[src/rtl/fft_pkg.sv]
// Shared types and helpers for the FFT address sequencer.
// Latency: n/a (types and pure functions only).
// Backpressure: n/a.
//
// Holds the sequencer state encoding, width derivations and the
// run-time-length bit-reversal helper.
package fft_pkg;

  typedef enum logic [1:0] {
    IDLE  = 2'd0,
    RUN   = 2'd1,
    DRAIN = 2'd2,
    DONE  = 2'd3
  } state_t;

  // Widest sample address the bit-reversal helper handles.
  localparam int ADDR_W_MAX = 16;

  // Sample address width: one bit per transform level.
  function automatic int addr_w(input int log2n_max);
    return log2n_max;
  endfunction

  // Twiddle ROM holds half a period, so one bit fewer than samples.
  function automatic int twi_w(input int log2n_max);
    return log2n_max - 1;
  endfunction

  // Stage / size field must be able to hold the value log2n_max itself.
  function automatic int sw_w(input int log2n_max);
    return $clog2(log2n_max + 1);
  endfunction

  // Reverse the low l bits of v; bits at and above l come back as 0.
  // Bits are popped LSB-first and pushed into the result, so after l
  // iterations v[0] sits at position l-1.
  function automatic logic [ADDR_W_MAX-1:0] bitrev(input logic [ADDR_W_MAX-1:0] v,
                                                   input int l);
    logic [ADDR_W_MAX-1:0] r;
    logic [ADDR_W_MAX-1:0] vv;
    r  = '0;
    vv = v;
    for (int i = 0; i < ADDR_W_MAX; i++) begin
      if (i < l) begin
        r  = {r[ADDR_W_MAX-2:0], vv[0]};
        vv = vv >> 1;
      end
    end
    return r;
  endfunction

endpackage

[src/rtl/addr_delay.sv]
// Fixed-depth shift register carrying write-path entries behind their reads.
// Latency: DEPTH cycles (DEPTH=0 is a plain wire).
// Backpressure: none; shifts every cycle, clr empties it synchronously.
//
// Ports: core_clk, arst_n (async active-low), clr (flush), in_dat, out_dat.
module addr_delay #(
  parameter int W     = 8,
  parameter int DEPTH = 3
) (
  input  logic         core_clk,
  input  logic         arst_n,
  input  logic         clr,
  input  logic [W-1:0] in_dat,
  output logic [W-1:0] out_dat
);

  if (DEPTH == 0) begin : g_wire
    // Clock, reset and flush have nothing to act on at zero depth.
    logic unused_ctl;
    assign unused_ctl = ^{core_clk, arst_n, clr};
    assign out_dat    = in_dat;
  end else begin : g_sr
    logic [W-1:0] sr [DEPTH];

    always_ff @(posedge core_clk or negedge arst_n) begin
      if (!arst_n) begin
        for (int i = 0; i < DEPTH; i++) sr[i] <= '0;
      end else if (clr) begin
        for (int i = 0; i < DEPTH; i++) sr[i] <= '0;
      end else begin
        sr[0] <= in_dat;
        for (int i = 1; i < DEPTH; i++) sr[i] <= sr[i-1];
      end
    end

    assign out_dat = sr[DEPTH-1];
  end

endmodule

[src/rtl/fft_addr_seq.sv]
// Walks every stage/butterfly of an in-place radix-2 DIT FFT, issuing read,
//   twiddle and (BFLY_LAT later) write addresses for a run-time size L.
// Latency: first read 1 cycle after accepted start; done at 1 + L*(2^(L-1)+BFLY_LAT).
// Backpressure: none; one pair per cycle, BFLY_LAT drain bubbles between stages.
//
// Ports: i_clk/i_rst_n; i_start/i_log2n request a run; o_busy/o_done/o_err
// report status; o_rd_en + o_even_addr/o_odd_addr/o_twi_addr are the read
// side; o_wr_en + o_top_addr/o_bot_addr the write side; o_stage the stage.
module fft_addr_seq
  import fft_pkg::*;
#(
  parameter int LOG2N_MAX = 8,
  parameter int BFLY_LAT  = 3,
  parameter int SW        = sw_w(LOG2N_MAX)   // derived, leave at default
) (
  input  logic                 i_clk,
  input  logic                 i_rst_n,
  input  logic                 i_start,
  input  logic [SW-1:0]        i_log2n,
  output logic                 o_busy,
  output logic                 o_done,
  output logic                 o_err,
  output logic                 o_rd_en,
  output logic [LOG2N_MAX-1:0] o_even_addr,
  output logic [LOG2N_MAX-1:0] o_odd_addr,
  output logic [LOG2N_MAX-2:0] o_twi_addr,
  output logic                 o_wr_en,
  output logic [LOG2N_MAX-1:0] o_top_addr,
  output logic [LOG2N_MAX-1:0] o_bot_addr,
  output logic [SW-1:0]        o_stage
);

  localparam int A  = addr_w(LOG2N_MAX);
  localparam int TW = twi_w(LOG2N_MAX);
  localparam int PW = A - 1;                  // pair index: 2^(L-1) pairs max
  localparam int CW = (BFLY_LAT < 2) ? 1 : $clog2(BFLY_LAT + 1);
  localparam int DW = 1 + 2 * A;

  state_t          state_q, state_d;
  logic [SW-1:0]   s_q, s_d, l_q, l_d;
  logic [PW-1:0]   p_q, p_d;
  logic [CW-1:0]   cnt_q, cnt_d;

  logic            rd_d, busy_d, done_d, err_d, start_acc, last_p;
  logic [A-1:0]    even_d, odd_d;
  logic [TW-1:0]   twi_d;
  logic [SW-1:0]   stage_d;

  logic [A-1:0]    p_ext, mask, k, g, top_c, bot_c, br_top, br_bot;
  logic [TW-1:0]   twi_c;
  logic [DW-1:0]   dly_in, dly_out;

  // Butterfly geometry for pair p of stage s: group g, offset k within it.
  always_comb begin
    p_ext  = A'(p_q);
    mask   = (A'(1) << s_q) - A'(1);
    k      = p_ext & mask;
    g      = p_ext >> s_q;
    top_c  = ((g << s_q) << 1) | k;
    bot_c  = top_c + (A'(1) << s_q);
    // Twiddle index is scaled to the largest table so it ignores L.
    twi_c  = TW'(k << (SW'(A - 1) - s_q));
    br_top = A'(bitrev(ADDR_W_MAX'(top_c), int'(l_q)));
    br_bot = A'(bitrev(ADDR_W_MAX'(bot_c), int'(l_q)));
    last_p = (p_ext == ((A'(1) << (l_q - SW'(1))) - A'(1)));
  end

  always_comb begin
    state_d   = state_q;
    s_d       = s_q;
    p_d       = p_q;
    cnt_d     = cnt_q;
    l_d       = l_q;
    rd_d      = 1'b0;
    even_d    = '0;
    odd_d     = '0;
    twi_d     = '0;
    done_d    = 1'b0;
    err_d     = 1'b0;
    start_acc = 1'b0;
    stage_d   = o_stage;

    unique case (state_q)
      IDLE: begin
        // o_done still high means this is the done cycle: starts are dropped.
        if (i_start && !o_done) begin
          if (i_log2n >= SW'(1) && i_log2n <= SW'(LOG2N_MAX)) begin
            start_acc = 1'b1;
            l_d       = i_log2n;
            s_d       = '0;
            p_d       = '0;
            state_d   = RUN;
          end else begin
            err_d = 1'b1;
          end
        end
      end
      RUN: begin
        rd_d    = 1'b1;
        even_d  = (s_q == '0) ? br_top : top_c;
        odd_d   = (s_q == '0) ? br_bot : bot_c;
        twi_d   = twi_c;
        stage_d = s_q;
        if (last_p) begin
          p_d = '0;
          if (BFLY_LAT != 0) begin
            state_d = DRAIN;
            cnt_d   = CW'(BFLY_LAT);
          end else if (s_q == l_q - SW'(1)) begin
            state_d = DONE;
          end else begin
            s_d = s_q + SW'(1);
          end
        end else begin
          p_d = p_q + PW'(1);
        end
      end
      DRAIN: begin
        // Hold reads off until the stage's last write has left the pipe.
        stage_d = s_q;
        if (cnt_q == CW'(1)) begin
          if (s_q < l_q - SW'(1)) begin
            s_d     = s_q + SW'(1);
            p_d     = '0;
            state_d = RUN;
          end else begin
            state_d = DONE;
          end
        end else begin
          cnt_d = cnt_q - CW'(1);
        end
      end
      DONE: begin
        done_d  = 1'b1;
        stage_d = s_q;
        state_d = IDLE;
      end
      default: state_d = IDLE;
    endcase

    busy_d = (state_q != IDLE) || (state_d != IDLE);
  end

  // Natural-order pair addresses travel with the read and return as writes.
  assign dly_in = {rd_d, rd_d ? top_c : A'(0), rd_d ? bot_c : A'(0)};

  addr_delay #(
    .W     (DW),
    .DEPTH (BFLY_LAT)
  ) u_wr_dly (
    .core_clk (i_clk),
    .arst_n   (i_rst_n),
    .clr      (start_acc),
    .in_dat   (dly_in),
    .out_dat  (dly_out)
  );

  always_ff @(posedge i_clk or negedge i_rst_n) begin
    if (!i_rst_n) begin
      state_q     <= IDLE;
      s_q         <= '0;
      p_q         <= '0;
      cnt_q       <= '0;
      l_q         <= '0;
      o_busy      <= 1'b0;
      o_done      <= 1'b0;
      o_err       <= 1'b0;
      o_rd_en     <= 1'b0;
      o_even_addr <= '0;
      o_odd_addr  <= '0;
      o_twi_addr  <= '0;
      o_wr_en     <= 1'b0;
      o_top_addr  <= '0;
      o_bot_addr  <= '0;
      o_stage     <= '0;
    end else begin
      state_q     <= state_d;
      s_q         <= s_d;
      p_q         <= p_d;
      cnt_q       <= cnt_d;
      l_q         <= l_d;
      o_busy      <= busy_d;
      o_done      <= done_d;
      o_err       <= err_d;
      o_rd_en     <= rd_d;
      o_even_addr <= even_d;
      o_odd_addr  <= odd_d;
      o_twi_addr  <= twi_d;
      o_wr_en     <= dly_out[DW-1];
      o_top_addr  <= dly_out[2*A-1:A];
      o_bot_addr  <= dly_out[A-1:0];
      o_stage     <= stage_d;
    end
  end

endmodule

[config.mk]
export PLATFORM = sky130hd
export DESIGN_NAME = fft_addr_seq
export DESIGN_NICKNAME = d
export VERILOG_FILES = /design/src/rtl/fft_pkg.sv /design/src/rtl/addr_delay.sv /design/src/rtl/fft_addr_seq.sv
export SDC_FILE = /design/constraint.sdc
export NUM_CORES = 1
export LEC_CHECK = 0
export CAP_MARGIN = 40
export CORE_ASPECT_RATIO = 1.1
export CORE_UTILIZATION = 32
export CTS_CLUSTER_SIZE = 28
export DETAILED_ROUTE_END_ITERATION = 7
export GPL_ROUTABILITY_DRIVEN = 0
export GPL_TIMING_DRIVEN = 0
export PLACE_DENSITY_LB_ADDON = 0.25
export SYNTH_ARGS = -nofsm -noshare
export SYNTH_HDL_FRONTEND = slang
export SYNTH_SLANG_ARGS = --single-unit
[constraint.sdc]
create_clock -name i_clk -period 4.6 [get_ports i_clk]
set_input_delay 0.92 -clock i_clk [delete_from_list [all_inputs] [get_ports i_clk]]
set_output_delay 0.92 -clock i_clk [all_outputs]
set_load 0.01 [all_outputs]
* Yosys cells after proc, flatten, opt, wreduce, memory -nomap -nowiden
Index checks and enable logic that the tools add are counted.
** Operators by class
- $lt $le $gt $ge :: 18
- Shift operators :: 5
- Eq/ne operators :: 11
- Bitwise operators :: 2
- Reductions and logical operators :: 16
- $add $sub $neg :: 8
- Muxes and demuxes :: 94
** Operators by type and width (count)
- 8-bit 2-to-1 mux :: 37
- 7-bit 2-to-1 mux :: 9
- 51-bit 2-to-1 mux :: 1
- 4-bit < comparator, first input constant :: 7
- 4-bit 2-to-1 mux :: 7
- 2-bit 2-to-1 mux :: 11
- 7-bit case mux with 3 select lines :: 1
- 6-bit 2-to-1 mux :: 3
- 3-bit by 4-bit < comparator with 1-bit output, first input constant :: 4
- 1-bit by 4-bit left shift with 8-bit output, first input constant :: 2
- 8-bit by 4-bit left shift with 7-bit output :: 2
- 5-bit 2-to-1 mux :: 3
- 1-bit 2-to-1 mux :: 12
- 3-bit 2-to-1 mux :: 4
- 2-bit != test, second input constant :: 6
- 11-bit 2-to-1 mux :: 1
- 10-bit 2-to-1 mux :: 1
- 5-bit AND reduction :: 2
- 9-bit 2-to-1 mux :: 1
- 8-bit adder :: 1
- 7-bit by 8-bit bitwise AND with 8-bit output :: 1
- 7-bit by 8-bit == test with 1-bit output :: 1
- 1-bit by 4-bit < comparator with 1-bit output, first input constant :: 2
- 2-bit by 4-bit < comparator with 1-bit output, first input constant :: 2
- 26 further kinds :: 33
** Storage, ports and cells
- Bits in registers :: 118
- Logic and storage cells :: 173
- Input port bits :: 7

* Logic depth before layout (Yosys ltp)
Gate-level depths: netlist of run 1.
- Depth after elaboration :: 22
- Depth in mapped cells :: 23
- Mapped depth without buffers :: 20

* By module
Synthesis of run 1 repeated with hierarchy kept, for this count alone.
** Second synthesis, totals
- Cell total of the unflattened synthesis :: 916
- Area, all modules :: 7986.4 sq um
** By module, submodules not included
- fft_addr_seq :: times used 1, area an instance 6238.5 sq um, cells an instance 792, seq. area each 1676.6 sq um
- addr_delay :: times used 1, area an instance 1747.9 sq um, cells an instance 124, seq. area each 1276.2 sq um

* Worst setup path before layout of run 1
Ideal clock, no wire load.
- Path type :: register -> register
- From :: register s_q[0]
- To :: register o_odd_addr[6]
- Clock period less this slack :: 4911 ps
- Cell stages (with the launch flop) :: 24
- Slack :: -311 ps
- Arrival time :: 4769 ps
- Path through :: dfrtp_1 -> buf_2 -> inv_1 -> ha_1 -> nor3b_1 -> inv_1 -> buf_2 -> buf_1 -> ha_1 -> nand2b_1 -> mux2i_4 -> nor2_8 -> inv_2 -> ha_1 -> a21o_1 -> a311o_1 -> a21oi_1 -> nor3_1 -> a21o_1 -> o32a_1 -> o31ai_2 -> mux2i_1 -> a21oi_1 -> o32ai_1
** On the way
- Word-level cells in the longest chain between the ends :: 22
** Ends and longest elaborated chain
- start, declared :: RTL line fft_addr_seq.sv:40 : logic [SW-1:0] s_q, s_d, l_q, l_d;
- start signal, assigned :: RTL line fft_addr_seq.sv:161 : s_q <= '0;
- start signal, assigned :: RTL line fft_addr_seq.sv:178 : s_q <= s_d;
- 1-bit by 4-bit left shift with 8-bit output :: RTL line fft_addr_seq.sv:56, fft_addr_seq.sv:60
- 8-bit by 2-bit subtractor with 8-bit output :: RTL line fft_addr_seq.sv:56 : mask = (A'(1) << s_q) - A'(1);
- 7-bit by 8-bit bitwise AND with 8-bit output :: RTL line fft_addr_seq.sv:57 : k = p_ext & mask;
- 8-bit bitwise OR :: RTL line fft_addr_seq.sv:59 : top_c = ((g << s_q) << 1) | k;
- 8-bit adder :: RTL line fft_addr_seq.sv:60 : bot_c = top_c + (A'(1) << s_q);
- 1-bit 2-to-1 mux or 8-bit 2-to-1 mux (tied branches) :: RTL line fft_pkg.sv:44 : if (i < l) begin
- 2-bit 2-to-1 mux or 8-bit 2-to-1 mux (tied branches) :: RTL line fft_pkg.sv:44
- 3-bit 2-to-1 mux or 8-bit 2-to-1 mux (tied branches) :: RTL line fft_pkg.sv:44
- 8-bit 2-to-1 mux or 11-bit 2-to-1 mux (tied branches) :: RTL line fft_pkg.sv:44
- 8-bit 2-to-1 mux or 10-bit 2-to-1 mux (tied branches) :: RTL line fft_pkg.sv:44
- 8-bit 2-to-1 mux or 9-bit 2-to-1 mux (tied branches) :: RTL line fft_pkg.sv:44
- 8-bit 2-to-1 mux :: RTL line fft_pkg.sv:44
- 8-bit 2-to-1 mux or 7-bit 2-to-1 mux (tied branches) :: RTL line fft_pkg.sv:44
- 8-bit 2-to-1 mux (7 in series) :: RTL line fft_pkg.sv:44
- 8-bit 2-to-1 mux * :: RTL line fft_addr_seq.sv:101 : odd_d = (s_q == '0) ? br_bot : bot_c;
- 8-bit 2-to-1 mux * :: RTL line fft_addr_seq.sv:83 : unique case (state_q)
- via odd_d[6] :: RTL line fft_addr_seq.sv:45 : logic [A-1:0] even_d, odd_d;
- end signal, assigned :: RTL line fft_addr_seq.sv:170 : o_odd_addr <= '0;
- end signal, assigned :: RTL line fft_addr_seq.sv:187 : o_odd_addr <= odd_d;
- end, declared :: RTL line fft_addr_seq.sv:25 : output logic [LOG2N_MAX-1:0] o_odd_addr,
The timed path passes the listed nets; every way through them passes the cells marked *.
A chain may end at the register's enable or synchronous reset.

* Worst setup path after layout of run 1
- From :: register s_q[1]
- To :: register o_odd_addr[3]
** On the way
- Word-level cells in the longest chain between the ends :: 22
** Ends and longest elaborated chain (RTL line)
- 1-bit by 4-bit left shift with 8-bit output :: fft_addr_seq.sv:56, fft_addr_seq.sv:60
- 8-bit by 2-bit subtractor with 8-bit output :: fft_addr_seq.sv:56
- 7-bit by 8-bit bitwise AND with 8-bit output :: fft_addr_seq.sv:57
- 8-bit bitwise OR :: fft_addr_seq.sv:59
- 8-bit adder :: fft_addr_seq.sv:60
- 1-bit 2-to-1 mux or 8-bit 2-to-1 mux (tied branches) :: fft_pkg.sv:44
- 2-bit 2-to-1 mux or 8-bit 2-to-1 mux (tied branches) :: fft_pkg.sv:44
- 3-bit 2-to-1 mux or 8-bit 2-to-1 mux (tied branches) :: fft_pkg.sv:44
- [... 4 more ...]
- 8-bit 2-to-1 mux or 7-bit 2-to-1 mux (tied branches) :: fft_pkg.sv:44
- 8-bit 2-to-1 mux or 6-bit 2-to-1 mux (tied branches) :: fft_pkg.sv:44
- 8-bit 2-to-1 mux or 5-bit 2-to-1 mux (tied branches) :: fft_pkg.sv:44
- 8-bit 2-to-1 mux or 4-bit 2-to-1 mux (tied branches) :: fft_pkg.sv:44
- 8-bit 2-to-1 mux (4 in series) :: fft_pkg.sv:44
- 8-bit 2-to-1 mux * :: fft_addr_seq.sv:101
- 8-bit 2-to-1 mux * :: fft_addr_seq.sv:83
- via odd_d[3] :: fft_addr_seq.sv:45
Marked as above.

==> flow_summary.yaml, run 1 <==
synthesis:
  yosysWarnings: 0
  synth_nets: 928
  ys_seq_area_share_pct: 37.32
  syn_avg_cell_area_um2: 8.785
  synth_edf_count: 0
  synthArstFlopShare_pct: 100.0
  synth_flop_cell: "dfrtp_1"
  syn_area_um2: 7845
  synthCells: 893
  synth-seq-cells: 117
  synth_cell_types: 104
timing:
  hold_violations: 0
  finalCritPeriodShare_pct: 97.59
  drv_slew: 0
  max_slew_margin_pct: 32.41
  finalWorstSetupSlack_ns: 0.1110
  finalCriticalPeriod_ns: 4.489
  skew_ns: 0.009649
  finalSetupViolations: 0
  finalSetupTns_ns: 0
  worstMarginPinSlew_ns: 1.010
  max_clock_freq_ghz: 0.2228
die:
  core_region_area_um2: 23840
  io_pins: 55
  fp.dieW_um: 151.3
  die_h_um: 166.2
  rows: 59
  start_util_pct: 32.90
  dieArea_um2: 25150
global_routing:
  grtUsageTotal_pct: 21.96
  grt_max_degree: 99
  grt_pass1_wl_um: 42020
  grt_pass1_vias: 7495
  grt-ovfl-total: 0
  antenna_found_initial: 0
placed_design:
  dpl.hpwl_um: 18960
  dp_cells: 1255
  post-place-ws_ns: -1.170
  port_buffers: 54
setup_path:
  rr_endpoint: "o_odd_addr[3]$_DFF_PN0_"
  cp-end-kind: "flop"
  cpMaxStageDelayCell: "dfrtp_2"
  critPathLaunchType: "flop"
  cp_cell_sequence: "buf_12 > clkinv_8 > ha_4 > nor3b_4 > inv_2 > buf_12 > ha_4 > buf_4 > o2111a_1 > a211oi_4 > inv_2 > ha_4 > inv_1 > a311o_1 > a211oi_4 > nor2_1 > nor2_1 > o211ai_1 > buf_4 > o31ai_4 > buf_4 > buf_4 > a2bb2oi_1 > nor2_1"
  reg2reg_depth: 24
  path_max_fanout: 8
  path_buf_inv: 10
  rrSetupSlack_ns: 0.11
  reg2reg_from: "s_q[1]$_DFFE_PN0P_"
  path_delay_family: "compound AO/OA/AOI/OAI gates"
  crit_type: "flop to flop"
  worst_ep_required_time_ns: 4.89
  crit_arrival_ns: 4.78
  path_common_cell: "buf_4"
  slowest_delay_ns: 0.42
cts:
  cts_tree: "built"
  holdBufCountCts: 0
  cts_sinks: 117
  clk_pin_slew_ns: 0.06
  clock_path_buffers: 2
  cts_buffers: 17
  h-tree-depth: 4
  root_buffer: "clkbuf_16"
  clock_latency_ns: 0.43
power:
  power_frac_seq_pct: 43.5
  p_int_uw: 1817
  ir_worst_vdd_mv: 0.1732
  p_sw_share_pct: 23.51
  p_sw_uw: 558.5
  power_density_nw_per_um2: 228.9
  pwr-share-clk_pct: 54.2
  power.leakage_uw: 0.004098
  power_frac_comb_pct: 2.3
finish:
  area_growth_pct: 32.31
  nNetsFinal: 1063
  n_antenna_cell: 0
  multi_input_area_um2: 4933
  final-instance-count-excl-fill: 1346
  nFillCells: 2302
  layout-drive-gt1-share_pct: 22.29
  seq_area_um2: 2932
job:
  drv_cap: 0
drt:
  postRouteAntennaNets: 0
  drc: 0
  via_per_inst: 5.854
  routed_wl_um: 26930
  dr.first_iter.drc_count: 1151
  first_pass_iters: 7
  vias: 7880
  wire_per_inst_um: 20.01
run_status:
  status: "finished, final reports clean"
min_path:
  hold_class: "input pin to async pin"
[cell usage after synthesis (16+ instances only)]
master    count  share of area, %
dfrtp_1     117                37
nor2_1       87               4.2
nand2_1      85               4.1
o21ai_0      57               3.6
a21oi_1      49               3.1
and2_1       43               3.4
clkbuf_1     38               1.8
ha_1         27               4.3
nor3_1       25               1.6
inv_1        24               1.1
o211ai_1     16               1.5
[metal layers]
layer | vias to the layer above | global-route usage [%] | part of all wire [%]
li1 | 3529 | - | -
met1 | 3769 | 28.87 | 40
met2 | 464 | 33.27 | 45
met3 | 118 | 4.258 | 9.5
met4 | 0 | 12.57 | 5.7
met5 | - | 0 | 0
[worst max path at each step]
stage                             from                 endpoint  depth (start not counted)
finish              s_q[1]$_DFFE_PN0P_  o_odd_addr[3]$_DFF_PN0_                         24
global route        s_q[1]$_DFFE_PN0P_  o_odd_addr[5]$_DFF_PN0_                         23
CTS                 s_q[0]$_DFFE_PN0P_  o_odd_addr[6]$_DFF_PN0_                         21
floorplan           s_q[0]$_DFFE_PN0P_  o_odd_addr[6]$_DFF_PN0_                         23
detailed placement  s_q[0]$_DFFE_PN0P_  o_odd_addr[6]$_DFF_PN0_                         22
global placement               i_rst_n       s_q[0]$_DFFE_PN0P_                          1
[sequential cells by signal, summed over array words and instances, names as in the netlist, 2 cells and up]
signal            flops
u_wr_dly.g_sr.sr     33
o_twi_addr            7
p_q                   7
s_q                   4
o_odd_addr            8
o_top_addr            8
u_wr_dly.out_dat     17
o_even_addr           8
state_q               2
l_q                   4
o_bot_addr            8
o_stage               4
cnt_q                 2
[metrics by stage]
stage / cell area, um2 / total power, uW / hold WS (ns) / utilization (%)
finish: 10380 / 2376 / 0.3389 / 43.53
global route: 10380 / 2455 / 0.3458 / 43.53
CTS: 9957 / 2405 / 0.3371 / 41.76
detailed placement: 8857 / 1099 / 0.3347 / 37.15
global placement: 8813 / 1095 / 0.3326 / 36.96
floorplan: 7891 / 1061 / 0.3312 / -
[worst reg2reg max path, stage by stage (launching register included)]
cell	delay, ns
dfrtp_2	0.42
buf_12	0.13
clkinv_8	0.06
ha_4	0.14
nor3b_4	0.21
inv_2	0.08
buf_12	0.13
ha_4	0.16
buf_4	0.14
o2111a_1	0.16
a211oi_4	0.25
inv_2	0.10
ha_4	0.28
inv_1	0.07
a311o_1	0.37
a211oi_4	0.36
nor2_1	0.10
nor2_1	0.12
o211ai_1	0.13
buf_4	0.17
o31ai_4	0.29
buf_4	0.18
buf_4	0.11
a2bb2oi_1	0.15
nor2_1	0.05
[logic make-up after synthesis]
kind of cell | share of synthesized area (%)
compound gates | 26.71
flops | 37.32
other cells | 0.04780
xor+xnor | 2.440
mux | 2.408
simple gates | 21.02
buf+inv | 5.486
fa+ha+maj | 4.561
[repair_timing]
item / 4_1_cts / 5_1_grt
pin swaps: 22 / 25
resized for setup: 56 / 40
setup buffers: 34 / 29
endpoints found under the setup margin: 8 / 14
[final cells by class]
class                           instances  area share (%)
Buffer                                 61           3.122
Clock buffer                           17           4.098
Clock inverter                         15           1.495
Inverter                               31           1.446
Multi-Input combinational cell        681           47.53
Sequential cell                       117           28.24
Tap cell                              305           3.676
Timing Repair Buffer                  119           10.39
[power groups by stage]
stage | clock network, uW | registers [uW] | logic [uW]
6_report | 1290 | 1030 | 54.7
5_1_grt | 1360 | 1030 | 60.5
4_1_cts | 1320 | 1030 | 55.1
2_1_floorplan | 0 | 1050 | 8.26
3_3_place_gp | 0 | 1050 | 43.2
3_5_place_dp | 0 | 1050 | 47.1
[cells in the final DEF, fill, tap and decap left out, types with 8 or more instances in the layout]
master and instances:
a211oi_1 9, a21oi_1 44, a31oi_1 12, and2_1 43
buf_2 12, buf_4 63, buf_6 8, clkbuf_1 37
clkbuf_16 17, clkdlybuf4s50_1 53, dfrtp_1 114, ha_1 16
inv_1 18, inv_6 9, nand2_1 84, nand2b_1 9
nand3_1 11, nor2_1 85, nor3_1 25, o211ai_1 16
o21ai_0 54, o22ai_1 9, o31ai_1 15, xor2_1 8
(Power assumes the default switching activity.)
==> run 2: changes to the inputs <==
--- a/config.mk
+++ b/config.mk
@@ -7,12 +7,15 @@
 export LEC_CHECK = 0
 export CAP_MARGIN = 40
 export CORE_ASPECT_RATIO = 1.1
+export CORE_MARGIN = 2
 export CORE_UTILIZATION = 32
 export CTS_CLUSTER_SIZE = 28
 export DETAILED_ROUTE_END_ITERATION = 7
 export GPL_ROUTABILITY_DRIVEN = 0
 export GPL_TIMING_DRIVEN = 0
+export HOLD_SLACK_MARGIN = 0.02
 export PLACE_DENSITY_LB_ADDON = 0.25
 export SYNTH_ARGS = -nofsm -noshare
 export SYNTH_HDL_FRONTEND = slang
+export SYNTH_HIERARCHICAL = 1
 export SYNTH_SLANG_ARGS = --single-unit
==> run 2 against run 1 <==
  * Synthesized cell count up 2.6%
  * Clock skew about the same
  * Final cell count up 0.15%
  * Sequential share of layout area up 0.83 points
  * Area after synthesis up 1.8%
  * Combinational power down 19%
  * Clock power about the same
  * Setup slack better by 0.020 ns
  * Critical path depth down 3
  * Critical path type unchanged
  * Highest routed layer unchanged
==> flow_summary.yaml, run 2 <==
cts:
  cts_sinks: 118
  cts_tree: "built"
  clk_pin_slew_ns: 0.06
  h-tree-depth: 4
  cts_buffers: 17
  clock_path_buffers: 2
  root_buffer: "clkbuf_16"
  holdBufCountCts: 0
  clock_latency_ns: 0.41
power:
  p_total_uw: 2375
  ir_worst_vdd_mv: 0.2373
  power.leakage_uw: 0.004069
  power_density_nw_per_um2: 233.7
finish:
  nNetsFinal: 1059
  n_antenna_cell: 0
  final_common_cell: "dfrtp_1"
  final_cell_mix: "dfrtp_1 (117), nor2_1 (101), nand2_1 (88)"
  area_growth_pct: 27.21
  regMostFlops: "u_wr_dly/g_sr.sr"
  finish.utilization_pct: 41.51
  largest_reg_flops: 34
  nFillCells: 2423
  layout-drive-gt1-share_pct: 19.17
run_status:
  status: "finished, final reports clean"
timing:
  finalWorstSetupSlack_ns: 0.1309
  hold_violations: 0
  finalCritPeriodShare_pct: 97.15
  rsz0062_at_grt: "true"
  drv_slew: 0
  finalSetupViolations: 0
  worstMarginPinSlew_ns: 0.9423
  finalCriticalPeriod_ns: 4.469
  max_slew_margin_pct: 36.95
  skew_ns: 0.009304
  max_clock_freq_ghz: 0.2238
  finalSetupTns_ns: 0
setup_path:
  crit_start: "s_q[0]$_DFFE_PN0P_"
  slowest_delay_ns: 0.50
  crit_type: "flop to flop"
  cpMaxStageDelayCell: "or4b_1"
  critPathLaunchType: "flop"
  cp-end-kind: "flop"
  path_max_fanout: 7
  cp_cell_sequence: "buf_6 > inv_8 > ha_4 > nor3b_4 > inv_2 > ha_4 > nand3b_1 > a21boi_2 > nor2_4 > inv_2 > ha_4 > nor2b_4 > o31a_1 > or4b_1 > o311a_4 > mux2i_1 > o22a_1 > o21ai_1 > a221o_1 > o221ai_2 > and3_1"
  rr_endpoint: "o_odd_addr[1]$_DFF_PN0_"
  path_common_cell: "ha_4"
  crit_arrival_ns: 4.82
  reg2reg_from: "s_q[0]$_DFFE_PN0P_"
  reg2reg_depth: 21
  rrSetupSlack_ns: 0.13
  worst_ep_required_time_ns: 4.95
  endpoint: "o_odd_addr[1]$_DFF_PN0_"
die:
  die_h_um: 169.7
  io_pins: 55
  fp.dieW_um: 154.6
  start_util_pct: 32.63
  core_region_area_um2: 24470
  rows: 60
  dieArea_um2: 26240
drt:
  via_per_inst: 5.835
  routed_wl_um: 26490
  wire_per_inst_um: 19.65
  vias: 7865
  drc: 0
  dr.first_iter.drc_count: 950
  postRouteAntennaNets: 0
  first_pass_iters: 6
placed_design:
  post-place-ws_ns: -1.108
  port_buffers: 54
  dpl.hpwl_um: 18360
global_routing:
  grt_max_degree: 97
  use_met1_pct: 24.30
  busiest_layer: "met2"
  use_met2_pct: 32.82
  grt_pass1_vias: 7637
  grtUsageTotal_pct: 20.23
  antenna_found_initial: 0
  use_met3_pct: 4.775
  grt_pass1_wl_um: 41480
  grt-ovfl-total: 0
synthesis:
  netlist_top_cells_count: "dfrtp_1 (118), nor2_1 (104), nand2_1 (88), o21ai_0 (67), nor2b_1 (62)"
  syn_avg_cell_area_um2: 8.719
  synthCells: 916
  yosysMostFrequentCell: "dfrtp_1"
  synth_flop_cell: "dfrtp_1"
  yosysWarnings: 6
  synth_top_area_cell: "dfrtp_1"
  synth_cell_types: 103
  synth_edf_count: 0
  synth-seq-cells: 118
  syn_area_um2: 7986
  synthTopCellsByArea: "dfrtp_1 (37%), nor2_1 (4.9%), nor2b_1 (4.9%)"
  ys_seq_area_share_pct: 36.97
  synthArstFlopShare_pct: 100.0
  synth_nets: 950
  netlist.area_leader.share_pct: 36.97
job:
  drv_cap: 0
min_path:
  hold_class: "input pin to async pin"
[run 2: cell count changes after synthesis, moves of 7 or more]
| cell | previous run | this run |
|---|---|---|
| clkbuf_1 | 38 | 28 |
| a21oi_1 | 49 | 31 |
| nor3_1 | 25 | 17 |
| nor2_1 | 87 | 104 |
| nor2b_1 | 7 | 62 |
| and2_1 | 43 | 5 |
| o21ai_0 | 57 | 67 |
| o31ai_1 | 15 | 8 |
| buf_4 | 2 | 19 |
[run 2: worst min-delay path by stage]
| stage | endpoint | cells past startpoint |
|---|---|---|
| 2_1_floorplan | o_bot_addr[0]$_DFF_PN0_ | 1 |
| 5_1_grt | o_err$_DFF_PN0_ | 1 |
| 6_report | p_q[3]$_DFFE_PN0P_ | 1 |
| 3_3_place_gp | o_top_addr[7]$_DFF_PN0_ | 1 |
| 3_5_place_dp | o_bot_addr[7]$_DFF_PN0_ | 1 |
| 4_1_cts | o_stage[2]$_DFFE_PN0P_ | 1 |
[run 2: critical path: cells and delay by family, from the launching register on]
family,cells,cell delay [ns]
adders and majority gates,3,0.54
buffers and inverters,4,0.45
DFF,1,0.40
AOI/OAI and AO/OA,7,1.54
and+or+nand+nor,6,1.33
muxes,1,0.16
[run 2: final cells by class]
cell class	instances	area (um2)	area share, %
plain buffers	69	405.4	3.990
clock buffers	17	425.4	4.187
clock inverters	15	153.9	1.515
inverters	35	146.4	1.441
multi-input cells	691	4816	47.40
flip-flops and latches	118	2954	29.08
well taps	310	387.9	3.818
repair buffers	93	870.8	8.571
[run 2: routing by layer]
| metal | share of wire [%] | up-vias |
|---|---|---|
| met5 | 0 | - |
| met4 | 6.5 | 0 |
| met3 | 8.4 | 141 |
| met2 | 46 | 461 |
| met1 | 39 | 3747 |
| li1 | - | 3516 |
[run 2: power by group]
part | leakage (uW) | internal (uW) | switching [uW] | total (uW)
registers | 0.00130 | 1040 | 1.02 | 1040
logic | 0.00249 | 15.4 | 28.7 | 44.2
clock network | 0.000279 | 723 | 564 | 1290
total | 0.00407 | 1780 | 594 | 2370
[run 2: repair_timing]
action                     4_1_cts  5_1_grt
resized for setup               31       35
pin swaps                       12       22
setup endpoints to repair        9       11
buffers inserted                22       16
[run 2: metrics by stage]
step                cells  hold WS (ns)  instance area, um2
floorplan             916        0.4206                8026
global placement     1280        0.4208                8955
detailed placement   1281        0.4235                8984
CTS                  1335        0.3494                9887
global route         1348        0.3642               10160
finish               1348        0.3573               10160
[run 2: cell families (layout without fill, tap and decap cells)]
family	after synthesis	count (layout)	synth area share, %
and+or+nand+nor	356	356	22.61
AOI/OAI and AO/OA	276	276	25.19
DFF	118	118	36.97
buffers and inverters	107	229	6.846
adders and majority gates	27	27	4.324
xor gates and xnor gates	20	20	2.460
muxes	11	11	1.551
other	1	1	0.04695
